===== config.mk =====
export PLATFORM = sky130hd
export DESIGN_NAME = bht_update_arbiter
export DESIGN_NICKNAME = d
export VERILOG_FILES = /design/src/rtl/branch_pkg.sv /design/src/rtl/bht_update_fifo.sv /design/src/rtl/bht_update_arbiter.sv
export SDC_FILE = /design/constraint.sdc
export NUM_CORES = 1
export LEC_CHECK = 0
export CORE_ASPECT_RATIO = 0.5
export CORE_UTILIZATION = 35
export CTS_CLUSTER_SIZE = 30
export DETAILED_ROUTE_END_ITERATION = 12
export GPL_ROUTABILITY_DRIVEN = 0
export GPL_TIMING_DRIVEN = 0
export PLACE_DENSITY_LB_ADDON = 0.2
export SLEW_MARGIN = 10
export SYNTH_ARGS = -nofsm -noshare
export SYNTH_HDL_FRONTEND = slang
export SYNTH_SLANG_ARGS = --single-unit

===== constraint.sdc =====
create_clock -name clk -period 3.02 [get_ports clk]
set_input_delay 0.453 -clock clk [delete_from_list [all_inputs] [get_ports clk]]
set_output_delay 0.453 -clock clk [all_outputs]
set_load 0.01 [all_outputs]

===== src/rtl/branch_pkg.sv =====
// Shared branch-predictor types: BHT counter encodings, queued update payload
// and the BHT index-port grant.
package branch_pkg;

   localparam int unsigned BHT_TABLE_WIDTH = 3;

   localparam logic [1:0] BHT_STRONG_NOT_TAKEN = 2'b00;
   localparam logic [1:0] BHT_WEAK_NOT_TAKEN   = 2'b01;
   localparam logic [1:0] BHT_WEAK_TAKEN       = 2'b10;
   localparam logic [1:0] BHT_STRONG_TAKEN     = 2'b11;

   typedef struct packed {
      logic [BHT_TABLE_WIDTH-1:0] slice;
      logic                       taken;
   } bht_update_t;

   typedef enum logic {
      GRANT_LOOKUP = 1'b0,
      GRANT_DRAIN  = 1'b1
   } grant_e;

endpackage


===== src/rtl/bht_update_fifo.sv =====
// Queue of resolved branch outcomes awaiting a BHT write slot.
// A push into a full queue is only legal when it coincides with a pop.
module bht_update_fifo
   import branch_pkg::*;
#(
   parameter int unsigned depth = 4
) (
   input  logic                     clk,
   input  logic                     rst,
   input  logic                     push_i,
   input  bht_update_t              push_data_i,
   input  logic                     pop_i,
   output bht_update_t              head_o,
   output logic [$clog2(depth):0]   count_o,
   output logic                     full_o,
   output logic                     empty_o
);

   localparam int unsigned PW = $clog2(depth);
   localparam int unsigned CW = PW + 1;

   bht_update_t     mem_q [depth];
   logic [PW-1:0]   wr_ptr_q, rd_ptr_q;
   logic [CW-1:0]   count_q;
   logic            do_push, do_pop;

   assign full_o  = (count_q == CW'(depth));
   assign empty_o = (count_q == '0);
   assign count_o = count_q;
   assign head_o  = mem_q[rd_ptr_q];

   assign do_pop  = pop_i && !empty_o;
   assign do_push = push_i && (!full_o || do_pop);

   // Storage needs no reset: an empty count hides any stale contents.
   always_ff @(posedge clk) begin
      if (do_push) mem_q[wr_ptr_q] <= push_data_i;
   end

   always_ff @(posedge clk or posedge rst) begin
      if (rst) begin
         wr_ptr_q <= '0;
         rd_ptr_q <= '0;
         count_q  <= '0;
      end else begin
         if (do_push) wr_ptr_q <= wr_ptr_q + PW'(1);
         if (do_pop)  rd_ptr_q <= rd_ptr_q + PW'(1);
         case ({do_push, do_pop})
            2'b10:   count_q <= count_q + CW'(1);
            2'b01:   count_q <= count_q - CW'(1);
            default: count_q <= count_q;
         endcase
      end
   end

   no_overflow_a: assert property (@(posedge clk) disable iff (rst)
      !(push_i && full_o && !pop_i))
      else $error("bht_update_fifo: push into full queue without pop");

endmodule


===== src/rtl/bht_update_arbiter.sv =====
// Arbitrates the BHT index port between ID lookups and queued EX updates,
// flags mispredictions and keeps saturating resolve/mispredict counts.
module bht_update_arbiter
   import branch_pkg::*;
#(
   parameter int unsigned table_width = BHT_TABLE_WIDTH,
   parameter int unsigned queue_depth = 4,
   parameter int unsigned max_wait    = 4,
   parameter int unsigned ctr_width   = 16
) (
   input  logic                             clk,
   input  logic                             rst,
   input  logic [table_width-1:0]           id_pc_slice,
   input  logic                             id_is_branch,
   input  logic                             ex_resolve_valid,
   input  logic [table_width-1:0]           ex_pc_slice,
   input  logic                             ex_taken,
   input  logic                             ex_predicted_taken,
   input  logic                             bht_predict_taken,
   output logic [table_width-1:0]           bht_pc_slice,
   output logic                             bht_attempt_branch,
   output logic                             bht_branch_taken,
   output logic                             id_predict_taken,
   output logic                             id_predict_valid,
   output logic                             id_stall,
   output logic                             ex_mispredict,
   output logic [$clog2(queue_depth):0]     q_count,
   output logic [ctr_width-1:0]             resolve_count,
   output logic [ctr_width-1:0]             mispredict_count
);

   localparam int unsigned CW = $clog2(queue_depth) + 1;
   localparam int unsigned WW = $clog2(max_wait + 1);

   bht_update_t       push_entry, head;
   logic [CW-1:0]     count;
   logic              full, empty;
   grant_e            grant_c;
   logic              stall_c;
   logic [WW-1:0]     head_wait_q, head_wait_d;
   logic [ctr_width-1:0] resolve_q, resolve_d, mispredict_q, mispredict_d;

   assign push_entry.slice = BHT_TABLE_WIDTH'(ex_pc_slice);
   assign push_entry.taken = ex_taken;

   bht_update_fifo #(
      .depth (queue_depth)
   ) u_fifo (
      .clk         (clk),
      .rst         (rst),
      .push_i      (ex_resolve_valid),
      .push_data_i (push_entry),
      .pop_i       (grant_c == GRANT_DRAIN),
      .head_o      (head),
      .count_o     (count),
      .full_o      (full),
      .empty_o     (empty)
   );

   // Lookups win unless ID is idle or the head can no longer be deferred.
   always_comb begin
      grant_c = GRANT_LOOKUP;
      stall_c = 1'b0;
      if (!empty) begin
         if (!id_is_branch) begin
            grant_c = GRANT_DRAIN;
         end else if (full || (head_wait_q == WW'(max_wait))) begin
            grant_c = GRANT_DRAIN;
            stall_c = 1'b1;
         end
      end
   end

   always_comb begin
      bht_pc_slice       = id_pc_slice;
      bht_attempt_branch = 1'b0;
      bht_branch_taken   = 1'b0;
      id_predict_valid   = id_is_branch;
      id_predict_taken   = bht_predict_taken & id_is_branch;
      if (grant_c == GRANT_DRAIN) begin
         bht_pc_slice       = table_width'(head.slice);
         bht_attempt_branch = 1'b1;
         bht_branch_taken   = head.taken;
         id_predict_valid   = 1'b0;
         id_predict_taken   = 1'b0;
      end
   end

   assign id_stall      = stall_c;
   assign ex_mispredict = ex_resolve_valid && (ex_taken != ex_predicted_taken);
   assign q_count       = count;

   always_comb begin
      head_wait_d = head_wait_q;
      if (grant_c == GRANT_DRAIN) begin
         head_wait_d = '0;
      end else if (!empty && (head_wait_q != WW'(max_wait))) begin
         head_wait_d = head_wait_q + WW'(1);
      end
   end

   always_comb begin
      resolve_d    = resolve_q;
      mispredict_d = mispredict_q;
      if (ex_resolve_valid && (resolve_q != '1)) resolve_d = resolve_q + ctr_width'(1);
      if (ex_mispredict && (mispredict_q != '1)) mispredict_d = mispredict_q + ctr_width'(1);
   end

   always_ff @(posedge clk or posedge rst) begin
      if (rst) begin
         head_wait_q  <= '0;
         resolve_q    <= '0;
         mispredict_q <= '0;
      end else begin
         head_wait_q  <= head_wait_d;
         resolve_q    <= resolve_d;
         mispredict_q <= mispredict_d;
      end
   end

   assign resolve_count    = resolve_q;
   assign mispredict_count = mispredict_q;

endmodule


Word level (Yosys, flattened, before mapping):

Memory sizes are Yosys's and may differ from the RTL's.
Cells that the tools add are included.

* register bits after elaboration: 42
* memories kept: 1
* output and inout bits: 44
* input port bits: 13
* logic and storage cells: 51
* RAM bits: 16

* add/subtract/negate cells: 7
* muxes and demuxes: 15
* equality and inequality tests: 8
* reductions and logical operators: 13
* bitwise operators: 1

Memory list
* u_fifo.mem_q: words 4, bits a word 4, read ports 1, clocked after memory_dff 0, wr ports 1, line bht_update_fifo.sv:22 `bht_update_t mem_q [depth];`

Operators with widths (count)
* adder 16 x 1 -> 16 bit, second input constant: 2
* inequality test 16 bit, second input constant: 2
* two-way mux 1 bit: 11
* two-way mux 3 bit: 3
* adder 3 x 1 -> 3 bit, second input constant: 2
* == test 3 bit, second input constant: 2
* logical AND 1 bit: 6
* one-hot mux 3 bit (2 select lines): 1
* adder 2 x 1 -> 2 bit, second input constant: 2
* nonzero test 2 bit: 2
* logical NOT 3 bit: 1
* inequality test 3 bit, second input constant: 1
* subtractor 3 x 1 -> 3 bit, second input constant: 1
* == test 2 x 1 -> 1 bit, second input constant: 1
* == test 2 bit, second input constant: 1
* logical NOT 1 bit: 2
* logical OR 1 bit: 2
* bitwise AND 1 bit: 1
* inequality test 1 bit: 1

Logic depth before layout (Yosys ltp):

* word-level depth: 10
* depth in mapped cells: 10
* mapped depth without buffers: 10

Modules after synthesis:

Synthesis repeated with hierarchy kept, for this count alone.

* cells, all modules: 250
* area total of the unflattened synthesis: 2981.6 µm²

Modules (own cells, without submodules)
* bht_update_arbiter: cells an instance 175, seq. area each 875.8 µm², instances 1, area each 1881.8 µm²
* bht_update_fifo: cells an instance 75, seq. area each 655.6 µm², instances 1, area each 1099.8 µm²

Worst setup path after synthesis:

No wires, ideal clock.

* path kind: reg-to-reg
* start: register head_wait_q[0]
* end: register u_fifo.count_q[2] (netlist: u_fifo.count_o[2])
* buffers on the path: 0
* data arrival time: 2.039 ns
* required time: 2.941 ns
* cell stages (with the launch flop): 11
* path slack: 0.902 ns
* clock period less this slack: 2.118 ns
* setup time: 0.079 ns
* path through: dfrtp_1 inv_1 ha_1 nand2_1 a21oi_2 ha_1 inv_1 fa_1 xor2_1 nor2_1 xor2_1

* cells in the longest elaborated chain, start to end: 10
* elaborated cells between the ends (all ways): 12
* classes of those cells: eq/ne: 3; mux: 4; reduce/logical: 5

Ends and longest elaborated chain
* start, declared: line bht_update_arbiter.sv:40 `logic [WW-1:0] head_wait_q, head_wait_d;`
* start signal, assigned: line bht_update_arbiter.sv:115 `head_wait_q <= head_wait_d;`
* == test 3 bit *: line bht_update_arbiter.sv:67 `end else if (full || (head_wait_q == WW'(max_wait))) begin`
* logical OR 1 bit *: line bht_update_arbiter.sv:67
* two-way mux 1 bit *: line bht_update_arbiter.sv:67
* two-way mux 1 bit *: line bht_update_arbiter.sv:65 `if (!id_is_branch) begin`
* two-way mux 1 bit *: line bht_update_arbiter.sv:64 `if (!empty) begin`
* logical AND 1 bit *: line bht_update_fifo.sv:32 `assign do_pop = pop_i && !empty_o;`
* named net u_fifo.do_pop: line bht_update_fifo.sv:25 `logic do_push, do_pop;`
* logical OR 1 bit: line bht_update_fifo.sv:33 `assign do_push = push_i && (!full_o || do_pop);`
* logical AND 1 bit: line bht_update_fifo.sv:33
* == test 2 x 1 -> 1 bit or == test 2 bit (tied branches): line bht_update_fifo.sv:48 `case ({do_push, do_pop})`
* one-hot mux 3 bit (2 select lines) or nonzero test 2 bit (tied branches)
* end signal, assigned: line bht_update_fifo.sv:49 `2'b10: count_q <= count_q + CW'(1);`
* end signal, assigned: line bht_update_fifo.sv:50 `2'b01: count_q <= count_q - CW'(1);`
* end signal, assigned: line bht_update_fifo.sv:51 `default: count_q <= count_q;`
* end, declared: line bht_update_fifo.sv:24 `logic [CW-1:0] count_q;`

The timed path passes the listed nets; every way through them passes the cells marked *.
A chain may end at the register's enable or synchronous reset.

Worst setup path after layout:

* start: register head_wait_q[0]
* end: output port bht_pc_slice[1]

* cells in the longest elaborated chain, start to end: 6

Ends and longest elaborated chain
* == test 3 bit: line bht_update_arbiter.sv:67
* logical OR 1 bit: line bht_update_arbiter.sv:67
* two-way mux 1 bit: line bht_update_arbiter.sv:67
* two-way mux 1 bit: line bht_update_arbiter.sv:65
* two-way mux 1 bit: line bht_update_arbiter.sv:64
* two-way mux 3 bit: line bht_update_arbiter.sv:80 `if (grant_c == GRANT_DRAIN) begin`
* end, declared: line bht_update_arbiter.sv:20 `output logic [table_width-1:0] bht_pc_slice,`

No other way between the ends.

==> impl_results.md <==
- CTS Root Cell: clkbuf_16
- Worst-path fanout max: 8
- Wire length per cell: 13.6 microns
- Slew HR: 0.670
- CP arrival: 2.39 ns
- Top_reg_cell synth: dfrtp_1
- Crit path launch type: flop
- Worst min path class: input port to async pin
- # setup viols final: 0
- Seq cells post-synth: 58
- VDD IR max: 483 uV
- Pre-antenna DRT Iters: 4
- Area grow syn2layout: 37.6%
- Post-CTS setup buffer count: 0
- CP Capture Type: output pin
- Setup TNS: 0 ns
- Clock slew at reported path FFs: 0.05 ns
- GR Overflow Total: 0
- Routed wire length: 5660 microns
- Skew-Pair Late Insertion Delay: 0.32 ns
- GRT Util Overall: 0.154
- Max clock buf depth: 2
- Antenna Cells: 0
- Synth area leaders: dfrtp_1, edfxtp_1, xor2_1, ha_1, mux4_2
- Die Span Y: 65.9 microns
- Max Slew Vio Count: 0
- Wire length of the first global-routing pass: 9790 microns
- Synthesized instance count: 234
- CP Data Required Time: 2.57 ns
- Synth top area share: 0.368
- Worst reg2reg path startpoint: head_wait_q[0]
- Row cnt: 22
- Period minus WS final: 2.85 ns
- Core ar.: 7600 sq um
- CTS tree: done
- Cell Area, Synth: 2860 sq um
- I/O pin cnt: 57
- Post_cts resized: 0
- Vias in the first global route: 2066
- IO buf count: 56
- Share of cells above drive strength 1: 0.134
- Max Fclk: 351 MHz
- Post-route ant nets: 0
- Number of remaining DRC errors: 0
- Initial Util: 0.376
- Library cells used by synthesis: 43
- Final hold violation count: 0
- Post-DR vias/cell: 4.88
- Die Area: 8550 sq um
- Mean Syn Cell Area: 12.2 sq um
- Seq/Total Area, Yosys: 0.536
- H-tree Lvls: 3
- Initial antenna violation count: 0
- Worst Slack Setup Final: 0.173 ns
- Status: complete, no violations
- Die width: 130 microns
- Clk_skew: 0.00340 ns
- Period utilization: 0.943
- DRT iter0 DRCs: 90
- CP Launch Point: head_wait_q[0]
- Setup WS pre-CTS: 0.178 ns
- Num CTS Buffers: 9
- Syn nets: 257
- Hpwl dp: 4100 microns
- Static Leak: 1.64 nW
- Pwr Density: 883 nW/um^2
- Clk sink count: 58
- Pin count of the biggest net entering global routing: 24
- Hold_buf cts: 0
- Fin nets: 325
- Post-synth EDFFs: 16
- Asr flop ratio synth: 0.724
- Worst-Margin Slew: 0.492 ns
- Largest area contributor in the netlist: dfrtp_1
- Syn. warnings: 0
- Max Cap Viol: 0
- Routed via count: 2027
- WS Path Type: flop to output pin
- RSZ-0062 raised after global routing: no
## state kept, by name, summed over array words and instances (netlist names)
register	flops
mispredict_count	16
u_fifo.wr_ptr_q	2
resolve_count	16
u_fifo.mem_q	16
head_wait_q	3
u_fifo.rd_ptr_q	2
u_fifo.count_o	3
## synthesized netlist by cell type, drive strengths merged, types with 7 or more instances
cell type / n
nand2: 20
mux2: 8
ha: 9
xor2: 22
nand4: 12
edfxtp: 16
inv: 11
dfrtp: 42
nor2: 7
nand3: 13
nor3: 14
xnor2: 9
## worst max-delay path, cell delays in order (launching register included)
cell,delay (ns)
dfrtp_1,0.39
inv_1,0.08
ha_1,0.17
nand2_1,0.14
a21oi_2,0.42
mux2_2,0.39
clkdlybuf4s50_1,0.48
## cells in the final DEF (no fill, tap or decap), types with 3 or more instances in the layout
cell type	Yosys	routed
and2_1	6	6
ha_1	9	9
inv_1	11	10
nand2_1	20	20
clkdlybuf4s50_1	0	56
bufinv_16	0	3
nand4_2	3	3
clkbuf_16	0	9
nor2_1	6	6
a21oi_1	4	4
dfrtp_1	42	42
mux4_2	4	4
nand3_1	12	12
xnor2_1	9	9
xor2_1	22	22
and3_1	4	4
nand4_1	8	8
o21ai_0	4	4
mux2_2	6	6
nor3_1	14	13
nor4_1	4	4
and4_1	4	4
edfxtp_1	16	16
## worst paths after layout
kind | end | slack (ns) | cells after the start
min | mispredict_count[10] | 0.47 | 2
max reg2reg | u_fifo.count_o[2] | 0.64 | 10
max | bht_pc_slice[1] | 0.17 | 6
max in group asynchronous | head_wait_q[1] | 2.07 | 3
min in group clk | head_wait_q[0] | 0.52 | 2
min reg2reg | head_wait_q[0] | 0.52 | 2
## routing by layer
metal	wire, microns	vias to the layer above	GRT usage
li1	-	996	-
met1	2640	972	0.188
met2	2620	50	0.249
met3	300	9	0.0558
met4	91	0	0.0596
met5	0	-	0
## final cells by class
class                      instances  area (sq um)
buffer                             3          12.5
clock inverter                     6           114
timing repair buffer              57           581
clock buffer                      10           239
tap                              108           135
fill                             692          3670
sequential                        58          1530
inverter                          11          41.3
multi-input combinational        162          1280
## per-stage QoR
step           power (mW)  cell area [sq um]  utilization  hold slack, ns  std cells
6_report             3.47               3930        0.517           0.467        415
5_1_grt              3.70               3930        0.517           0.515        415
4_1_cts              3.52               3930        0.517           0.480        415
3_5_place_dp         2.32               3570        0.470           0.501        399
3_3_place_gp         2.26               3550        0.468           0.478        398
2_1_floorplan        1.82               2860            -           0.450        234
## where the power goes
part	internal [mW]	switching, mW	total (mW)	leakage [nW]
clock network	0.828	0.344	1.17	0.165
registers	1.01	0.236	1.25	0.685
logic	0.588	0.464	1.05	0.787
## logic make-up (layout without fill, tap and decap cells)
kind of cell / after synthesis / count (layout) / synth area share
simple gates: 91 / 91 / 0.190
buf+inv: 14 / 87 / 0.0188
fa+ha+maj: 10 / 10 / 0.0464
compound gates: 17 / 17 / 0.0460
mux: 13 / 13 / 0.0679
xor+xnor: 31 / 31 / 0.0950
flops: 58 / 58 / 0.536
Note: power is estimated with default switching activity, not from simulation.
